## src/rtl/pwm_compare_dt.sv

```systemverilog
// pwm_compare_dt: multi-channel carrier comparator with complementary gate outputs and
// programmable dead-time.
//
// A shared carrier is compared against a per-channel shadowed compare value. The shadow
// (cmp_active) is reloaded from compare_in on a selectable carrier event so a duty change
// never lands mid-period. Each channel then runs a small IDLE/HIGH/LOW/DEAD state machine
// that inserts `deadtime` cycles with both gates off between every high/low change.
//
// Ports:
//   clk, rst      system clock, synchronous active-high reset
//   carrier       shared carrier count
//   evt_zero      one-cycle pulse, carrier at minimum
//   evt_peak      one-cycle pulse, carrier at maximum
//   compare_in    new compare values, channel k at [k*PWMCOUNT_WIDTH +: PWMCOUNT_WIDTH]
//   upd_lock      high inhibits the shadow load
//   pwm_onoff     per-channel enable
//   deadtime      dead interval in clk cycles, shared by all channels
//   cmp_active    compare values currently in use
//   upd_ack       one-cycle pulse the cycle after a shadow load
//   pwm_h, pwm_l  high-side / low-side gates, never both 1
module pwm_compare_dt #(
    parameter int unsigned N_CH           = 4,
    parameter int unsigned PWMCOUNT_WIDTH = 16,
    parameter int unsigned DT_WIDTH       = 10,
    // 0: load on evt_zero, 1: on evt_peak, 2: on either, 3: every cycle
    parameter int unsigned UPD_MODE       = 0
) (
    input  logic                             clk,
    input  logic                             rst,
    input  logic [PWMCOUNT_WIDTH-1:0]        carrier,
    input  logic                             evt_zero,
    input  logic                             evt_peak,
    input  logic [N_CH*PWMCOUNT_WIDTH-1:0]   compare_in,
    input  logic                             upd_lock,
    input  logic [N_CH-1:0]                  pwm_onoff,
    input  logic [DT_WIDTH-1:0]              deadtime,
    output logic [N_CH*PWMCOUNT_WIDTH-1:0]   cmp_active,
    output logic                             upd_ack,
    output logic [N_CH-1:0]                  pwm_h,
    output logic [N_CH-1:0]                  pwm_l
);

    localparam int unsigned W = PWMCOUNT_WIDTH;

    typedef enum logic [1:0] {
        StIdle,
        StHigh,
        StLow,
        StDead
    } state_e;

    // ------------------------------------------------------------------
    // Shadow load
    // ------------------------------------------------------------------
    logic                load_evt;
    logic                do_load;
    logic [N_CH*W-1:0]   cmp_active_q;
    logic                upd_ack_q;

    always_comb begin
        load_evt = 1'b0;
        case (UPD_MODE)
            0:       load_evt = evt_zero;
            1:       load_evt = evt_peak;
            2:       load_evt = evt_zero | evt_peak;  // coincident events still load once
            3:       load_evt = 1'b1;
            default: load_evt = 1'b0;
        endcase
    end

    assign do_load = load_evt & ~upd_lock;

    always_ff @(posedge clk) begin
        if (rst) begin
            cmp_active_q <= '0;
            upd_ack_q    <= 1'b0;
        end else begin
            upd_ack_q <= do_load;
            if (do_load) begin
                cmp_active_q <= compare_in;
            end
        end
    end

    assign cmp_active = cmp_active_q;
    assign upd_ack    = upd_ack_q;

    // ------------------------------------------------------------------
    // Registered compare: high while carrier is below the compare value
    // ------------------------------------------------------------------
    logic [N_CH-1:0] raw_q;

    always_ff @(posedge clk) begin
        if (rst) begin
            raw_q <= '0;
        end else begin
            for (int k = 0; k < N_CH; k++) begin
                raw_q[k] <= (carrier < cmp_active_q[k*W +: W]);
            end
        end
    end

    // ------------------------------------------------------------------
    // Per-channel dead-time state machines
    // ------------------------------------------------------------------
    logic dt_zero;
    assign dt_zero = (deadtime == '0);

    for (genvar k = 0; k < N_CH; k++) begin : g_ch
        state_e              state_q;
        logic [DT_WIDTH-1:0] dt_cnt_q;

        always_ff @(posedge clk) begin
            if (rst) begin
                state_q  <= StIdle;
                dt_cnt_q <= '0;
            end else if (!pwm_onoff[k]) begin
                // Disable wins over every other transition, including a running dead count.
                state_q  <= StIdle;
                dt_cnt_q <= '0;
            end else begin
                case (state_q)
                    StIdle: begin
                        if (dt_zero) begin
                            state_q <= raw_q[k] ? StHigh : StLow;
                        end else begin
                            state_q  <= StDead;
                            dt_cnt_q <= deadtime;
                        end
                    end
                    StHigh: begin
                        if (!raw_q[k]) begin
                            if (dt_zero) begin
                                state_q <= StLow;
                            end else begin
                                state_q  <= StDead;
                                dt_cnt_q <= deadtime;
                            end
                        end
                    end
                    StLow: begin
                        if (raw_q[k]) begin
                            if (dt_zero) begin
                                state_q <= StHigh;
                            end else begin
                                state_q  <= StDead;
                                dt_cnt_q <= deadtime;
                            end
                        end
                    end
                    StDead: begin
                        // Raw toggles inside the window are ignored; the exit side is
                        // whatever raw says in the final cycle, so short pulses vanish.
                        if (dt_cnt_q <= DT_WIDTH'(1)) begin
                            state_q  <= raw_q[k] ? StHigh : StLow;
                            dt_cnt_q <= '0;
                        end else begin
                            dt_cnt_q <= dt_cnt_q - DT_WIDTH'(1);
                        end
                    end
                    default: begin
                        state_q  <= StIdle;
                        dt_cnt_q <= '0;
                    end
                endcase
            end
        end

        // Gates decode straight from the state register, so they can never overlap.
        assign pwm_h[k] = (state_q == StHigh);
        assign pwm_l[k] = (state_q == StLow);
    end

endmodule

```

## config.mk

```make
export PLATFORM = sky130hd
export DESIGN_NAME = pwm_compare_dt
export DESIGN_NICKNAME = d
export VERILOG_FILES = /design/src/rtl/pwm_compare_dt.sv
export SDC_FILE = /design/constraint.sdc
export NUM_CORES = 1
export LEC_CHECK = 0
export ABC_AREA = 1
export CAP_MARGIN = 20
export CORE_ASPECT_RATIO = 0.9
export CORE_MARGIN = 2
export CORE_UTILIZATION = 25
export CTS_CLUSTER_SIZE = 16
export DETAILED_ROUTE_END_ITERATION = 10
export PLACE_DENSITY_LB_ADDON = 0.08
export SLEW_MARGIN = 20
export SYNTH_ARGS = -nofsm -noshare
export SYNTH_HDL_FRONTEND = slang
export SYNTH_SLANG_ARGS = --single-unit
```

## constraint.sdc

```tcl
create_clock -name clk -period 2.37 [get_ports clk]
set_input_delay 0.3555 -clock clk [delete_from_list [all_inputs] [get_ports clk]]
set_output_delay 0.3555 -clock clk [all_outputs]
set_load 0.02 [all_outputs]
```

==> results.yml, run 1 <==
yosys:
  ys_types: 29
  yosysWarnings: 0
  synth_nets: 1313
  synth-seq-cells: 117
  synth.top_cell.area_share: 0.318
  synth-main-ff-cell: "dfxtp_1"
  synthTopCellsByArea: "dfxtp_1 (32%), nand2_1 (17%), ha_1 (12%)"
  syn_area_um2: 7360
  synth_edf_count: 0
  synth_cells: 1146
  yosysTopAreaCell: "dfxtp_1"
  avgSynthCellArea_um2: 6.42
  synth_common_cells: "nand2_1 (335), inv_1 (171), nor2_1 (134), dfxtp_1 (117), a21oi_1 (110)"
  yosysMostFrequentCell: "nand2_1"
  yosysSeqAreaShare: 0.318
  async_flop_share: 0
placed_design:
  place.gp.congestion: 0.772
  hpwlAfterDp_um: 18600
  dp_cells: 1700
  portBuffers: 170
worst_setup_path:
  timing.rr.end: "g_ch[0].dt_cnt_q[7]"
  path_buf_inv: 2
  startpoint_type: "flop"
  crit_path_max_incr_delay_ps: 690
  cp_data_required_time_ps: 2010
  cp_max_fo: 3
  crit_chain: "inv_1 -> nor2_1 -> clkdlybuf4s50_1"
  critPathKind: "reg -> out"
  r2r_cells: 11
  crit_cells: 3
  r2r-start: "g_ch[0].dt_cnt_q[0]"
  arrival_ps: 1720
  reg2reg_slack_ps: 570
  cp-end-kind: "output pin"
  crit_family: "buffers and inverters"
  slowest_stage: "clkdlybuf4s50_1"
routing:
  vias: 7310
  drt_iter0_drc: 314
  drc: 0
  ant_nets: 0
  wl_per_cell_um: 14.1
  avgViaCountPerCell: 4.22
  drtPass1Iterations: 4
  wl_um: 24500
power_and_ir_drop:
  leakage_nw: 4.70
  ir_drop_mv: 0.500
  power.density_nw_per_um2: 631
cells_and_area:
  nets: 1490
  fin_cells: 1732
  diodes: 0
  synthToLayoutAreaGrowth_pct: 38.5
  layout-drive-gt1-share: 0.0554
sta:
  slew_viol_final: 0
  hold_viol_final: 0
  period_needed_ps: 2070
  max_slew_margin: 0.586
  setup_viol: 0
  fin_crit_sh: 0.874
  fmax_ghz: 0.483
  finalClockSkew_ps: 10.6
  tightest_slew_ps: 621
  finalSetupTns_ps: 0
  rsz0062_at_grt: "no"
hold_path:
  hold_path_class: "reg -> reg"
  hold_end: "cmp_active[32]"
  worstHoldStart: "cmp_active[32]"
  whs_path_depth: 2
clock_network:
  clk_pin_slew_worst_paths_ps: 70
  cts_setup_buffers: 0
  cts.path.max_buffers: 2
  cts_hold_buffers: 0
  root_buffer: "clkbuf_16"
  cts_tree: "done"
  cts_resized: 0
  cts-htree-levels: 4
  clkSinkCount: 117
  clk-insertion-delay-late_ps: 430
  numCtsBuffers: 17
status:
  status: "completed"
die:
  dieHeight_um: 167
  dieArea_um2: 30800
  rows: 59
  pin_count: 172
  initial_core_util: 0.254
  die_x_um: 185
  fp.coreArea_um2: 28900
job:
  maxCapViolations: 0
global_route:
  overflow: 0
  track_usage: 0.164
  grt_pass1_wl_um: 38600
  grt_max_degree: 130
  antenna_found_initial: 1
  grt_pass1_vias: 7108
==> worst min-delay path: stages (launching register included) <==
cell and delay [ps]:
dfxtp_1 310, inv_1 60, a21oi_1 50
==> kinds of logic after synthesis <==
kind of cell | count (synthesis) | synth area share
XOR/XNOR | 9 | 0.0107
flip-flops | 117 | 0.318
AND/OR/NAND/NOR | 536 | 0.301
adder cells (fa/ha/maj) | 68 | 0.116
AO/OA/AOI/OAI | 208 | 0.144
buffers and inverters | 208 | 0.111
==> report_power, final <==
group | internal (mW) | switching [mW]
combinational | 0.672 | 0.904
sequential | 2.10 | 0.0884
clock | 1.62 | 1.04
==> cells in the final DEF, fill, tap and decap left out <==
master           count
nand2_1            335
clkdlybuf4s50_1    170
inv_1              169
nor2_1             134
dfxtp_1            117
a21oi_1            110
o21ai_0             87
ha_1                68
nand3_1             43
buf_4               22
clkbuf_16           17
xor2_1               9
nand4_1              5
clkinv_2             4
nand3_4              4
nand2_4              4
o21a_1               4
nor4_1               4
o21ai_1              4
inv_6                4
clkinv_4             4
inv_2                2
or2_2                2
clkbuf_8             2
bufinv_16            2
buf_12               2
or2_4                1
nor2_8               1
nor2_4               1
o21ai_2              1
nor3_1               1
o21bai_1             1
nand2_2              1
o22ai_1              1
==> stage by stage <==
step	hold slack, ps	utilization	total power [mW]	worst slack (ps)	area, µm²
3_3_place_gp	456	0.331	3.83	261	9590
2_1_floorplan	428	-	3.19	937	7360
4_1_cts	466	0.352	6.55	264	10200
5_1_grt	497	0.352	6.86	238	10200
6_report	465	0.352	6.43	299	10200
3_5_place_dp	457	0.331	3.83	258	9590
==> worst max path at each step <==
stage	startpoint	to	slack (ps)
after global placement	deadtime[5]	g_ch[1].state_q[1]	260
after global routing	g_ch[3].state_q[1]	pwm_l[3]	240
after detailed placement	deadtime[5]	g_ch[1].state_q[1]	260
final	g_ch[2].state_q[0]	pwm_h[2]	300
after CTS	g_ch[2].state_q[0]	pwm_h[2]	260
after floorplan	g_ch[1].dt_cnt_q[0]	g_ch[1].dt_cnt_q[2]	940
==> routing by layer <==
metal / part of all wire / global-route usage
met1: 0.48 / 0.214
met2: 0.43 / 0.252
met3: 0.075 / 0.0645
met4: 0.0098 / 0.0390
met5: 0.00053 / 0
==> sequential cells by signal, indices dropped and copies added, names as in the netlist <==
register	cells
g_ch.state_q	8
raw_q	4
cmp_active	64
upd_ack	1
g_ch.dt_cnt_q	40
==> area by class of cell <==
cell class / count / area [µm²]
inverters: 172 / 647
flip-flops and latches: 117 / 2340
well taps: 396 / 495
clock inverters: 13 / 145
multi-input cells: 821 / 4200
fillers: 3127 / 18700
repair buffers: 194 / 1910
clock buffers: 19 / 453
Note: power is estimated with default switching activity, not from simulation.
==> inputs of run 2 (changes only) <==
--- a/config.mk
+++ b/config.mk
@@ -13,6 +13,7 @@
 export CTS_CLUSTER_SIZE = 16
 export DETAILED_ROUTE_END_ITERATION = 10
 export PLACE_DENSITY_LB_ADDON = 0.08
+export REMOVE_ABC_BUFFERS = 1
 export SLEW_MARGIN = 20
 export SYNTH_ARGS = -nofsm -noshare
 export SYNTH_HDL_FRONTEND = slang
==> run 2 against run 1 <==
Effect of this change: sequential share of layout area decreased by 0.073 points; register-to-register slack improved by 30 ps; first-iteration DRC count decreased by 3.8%; sequential power about the same; non-clock buffer count decreased by 2; global-route usage decreased by 0.62 points; count of clock-buffer cells in the layout unchanged; cell area increased by 0.32%; setup slack got worse by 49 ps.
==> results.yml, run 2 (synthesized netlist as in run 1, its figures left out) <==
worst_setup_path:
  cp-end-kind: "output pin"
  cp_max_fo: 4
  cp_data_required_time_ps: 2010
  startpoint_type: "flop"
  critPathKind: "reg -> out"
  reg2reg_slack_ps: 600
  arrival_ps: 1760
sta:
  setup_viol: 0
  finalSetupTns_ps: 0
  slew_viol_final: 0
  fin_ws_ps: 251
  hold_viol_final: 0
  max_slew_margin: 0.640
  finalClockSkew_ps: 10.0
  fin_crit_sh: 0.894
  tightest_slew_ps: 540
  period_needed_ps: 2120
  fmax_ghz: 0.472
  hold_slack_ps: 467
  rsz0062_at_grt: "no"
cells_and_area:
  layout-drive-gt1-share: 0.0540
  nets: 1488
  final_cell_mix: "nand2_1 (335), clkdlybuf4s50_1 (170), inv_1 (169)"
  synthToLayoutAreaGrowth_pct: 39.0
  layout_commonest_cell: "nand2_1"
  fin_cells: 1730
  num-fill-cells: 3196
  diodes: 0
  largest_register_ffs: 64
clock_network:
  cts_hold_buffers: 0
  cts_tree: "done"
  root_buffer: "clkbuf_16"
  cts_resized: 0
  cts-htree-levels: 4
  clk_pin_slew_worst_paths_ps: 60
  numCtsBuffers: 17
  cts_setup_buffers: 0
  cts.path.max_buffers: 2
  clk-insertion-delay-late_ps: 430
  clkSinkCount: 117
die:
  rows: 59
  die_x_um: 185
  initial_core_util: 0.254
  dieArea_um2: 30800
  dieHeight_um: 167
  pin_count: 172
  fp.coreArea_um2: 28900
power_and_ir_drop:
  power_mw: 6.65
  leakage_nw: 4.70
  power.density_nw_per_um2: 651
  ir_drop_mv: 0.526
routing:
  drtPass1Iterations: 4
  ant_nets: 0
  vias: 7234
  drt_iter0_drc: 302
  wl_per_cell_um: 13.6
  wl_um: 23400
  avgViaCountPerCell: 4.18
  drc: 0
hold_path:
  hold_path_class: "reg -> reg"
global_route:
  grt_max_degree: 77
  overflow: 0
  grt_pass1_wl_um: 37800
  grt_pass1_vias: 7186
  track_usage: 0.158
  antenna_found_initial: 1
placed_design:
  hpwlAfterDp_um: 17800
  portBuffers: 170
  place.gp.congestion: 0.784
  pre_cts_slack_ps: 386
  dp_cells: 1698
job:
  maxCapViolations: 0
status:
  status: "completed"
run 2: cell count changes in the layout (fill, tap and decap cells not counted):
cell | previous run | this run
buf_4 | 22 | 20
bufinv_16 | 2 | 4
clkinv_2 | 4 | 2
clkinv_4 | 4 | 2
clkinvlp_4 | 0 | 2
run 2: cell type report:
type | instances | area (µm²) | share of cell area
multi-input combinational | 821 | 4200 | 0.411
clock buffer | 19 | 453 | 0.0443
inverter | 172 | 647 | 0.0633
clock inverter | 13 | 193 | 0.0189
timing repair buffer | 192 | 1890 | 0.185
sequential | 117 | 2340 | 0.229
tap | 396 | 495 | 0.0485
run 2: worst paths after layout:
| path | depth (start not counted) | from | end |
|---|---|---|---|
| max | 3 | g_ch[0].state_q[0] | pwm_h[0] |
| min | 2 | cmp_active[0] | cmp_active[0] |
| max reg2reg | 10 | g_ch[3].dt_cnt_q[0] | g_ch[3].dt_cnt_q[1] |
| min reg2reg | 2 | cmp_active[0] | cmp_active[0] |
run 2: routing by layer:
layer  GRT usage  vias up  share of wire
met1       0.205     3126           0.49
met3      0.0656       19          0.081
met5           0        -              0
met4      0.0452        0          0.013
met2       0.238      132           0.42
li1            -     3957              -
run 2: worst max-delay path: stages, from the launching register on:
cell,delay [ps]
dfxtp_1,380
inv_1,70
nor2_1,230
clkdlybuf4s50_1,660
run 2: power by group:
group,internal [mW],switching (mW)
clock,1.83,1.07
combinational,0.670,0.892
sequential,2.10,0.0904
run 2: per-stage QoR:
| stage | area [µm²] | util |
|---|---|---|
| after floorplan | 7190 | - |
| after global placement | 9580 | 0.331 |
| after detailed placement | 9580 | 0.331 |
| after CTS | 10200 | 0.353 |
| after global routing | 10200 | 0.353 |
| final | 10200 | 0.353 |
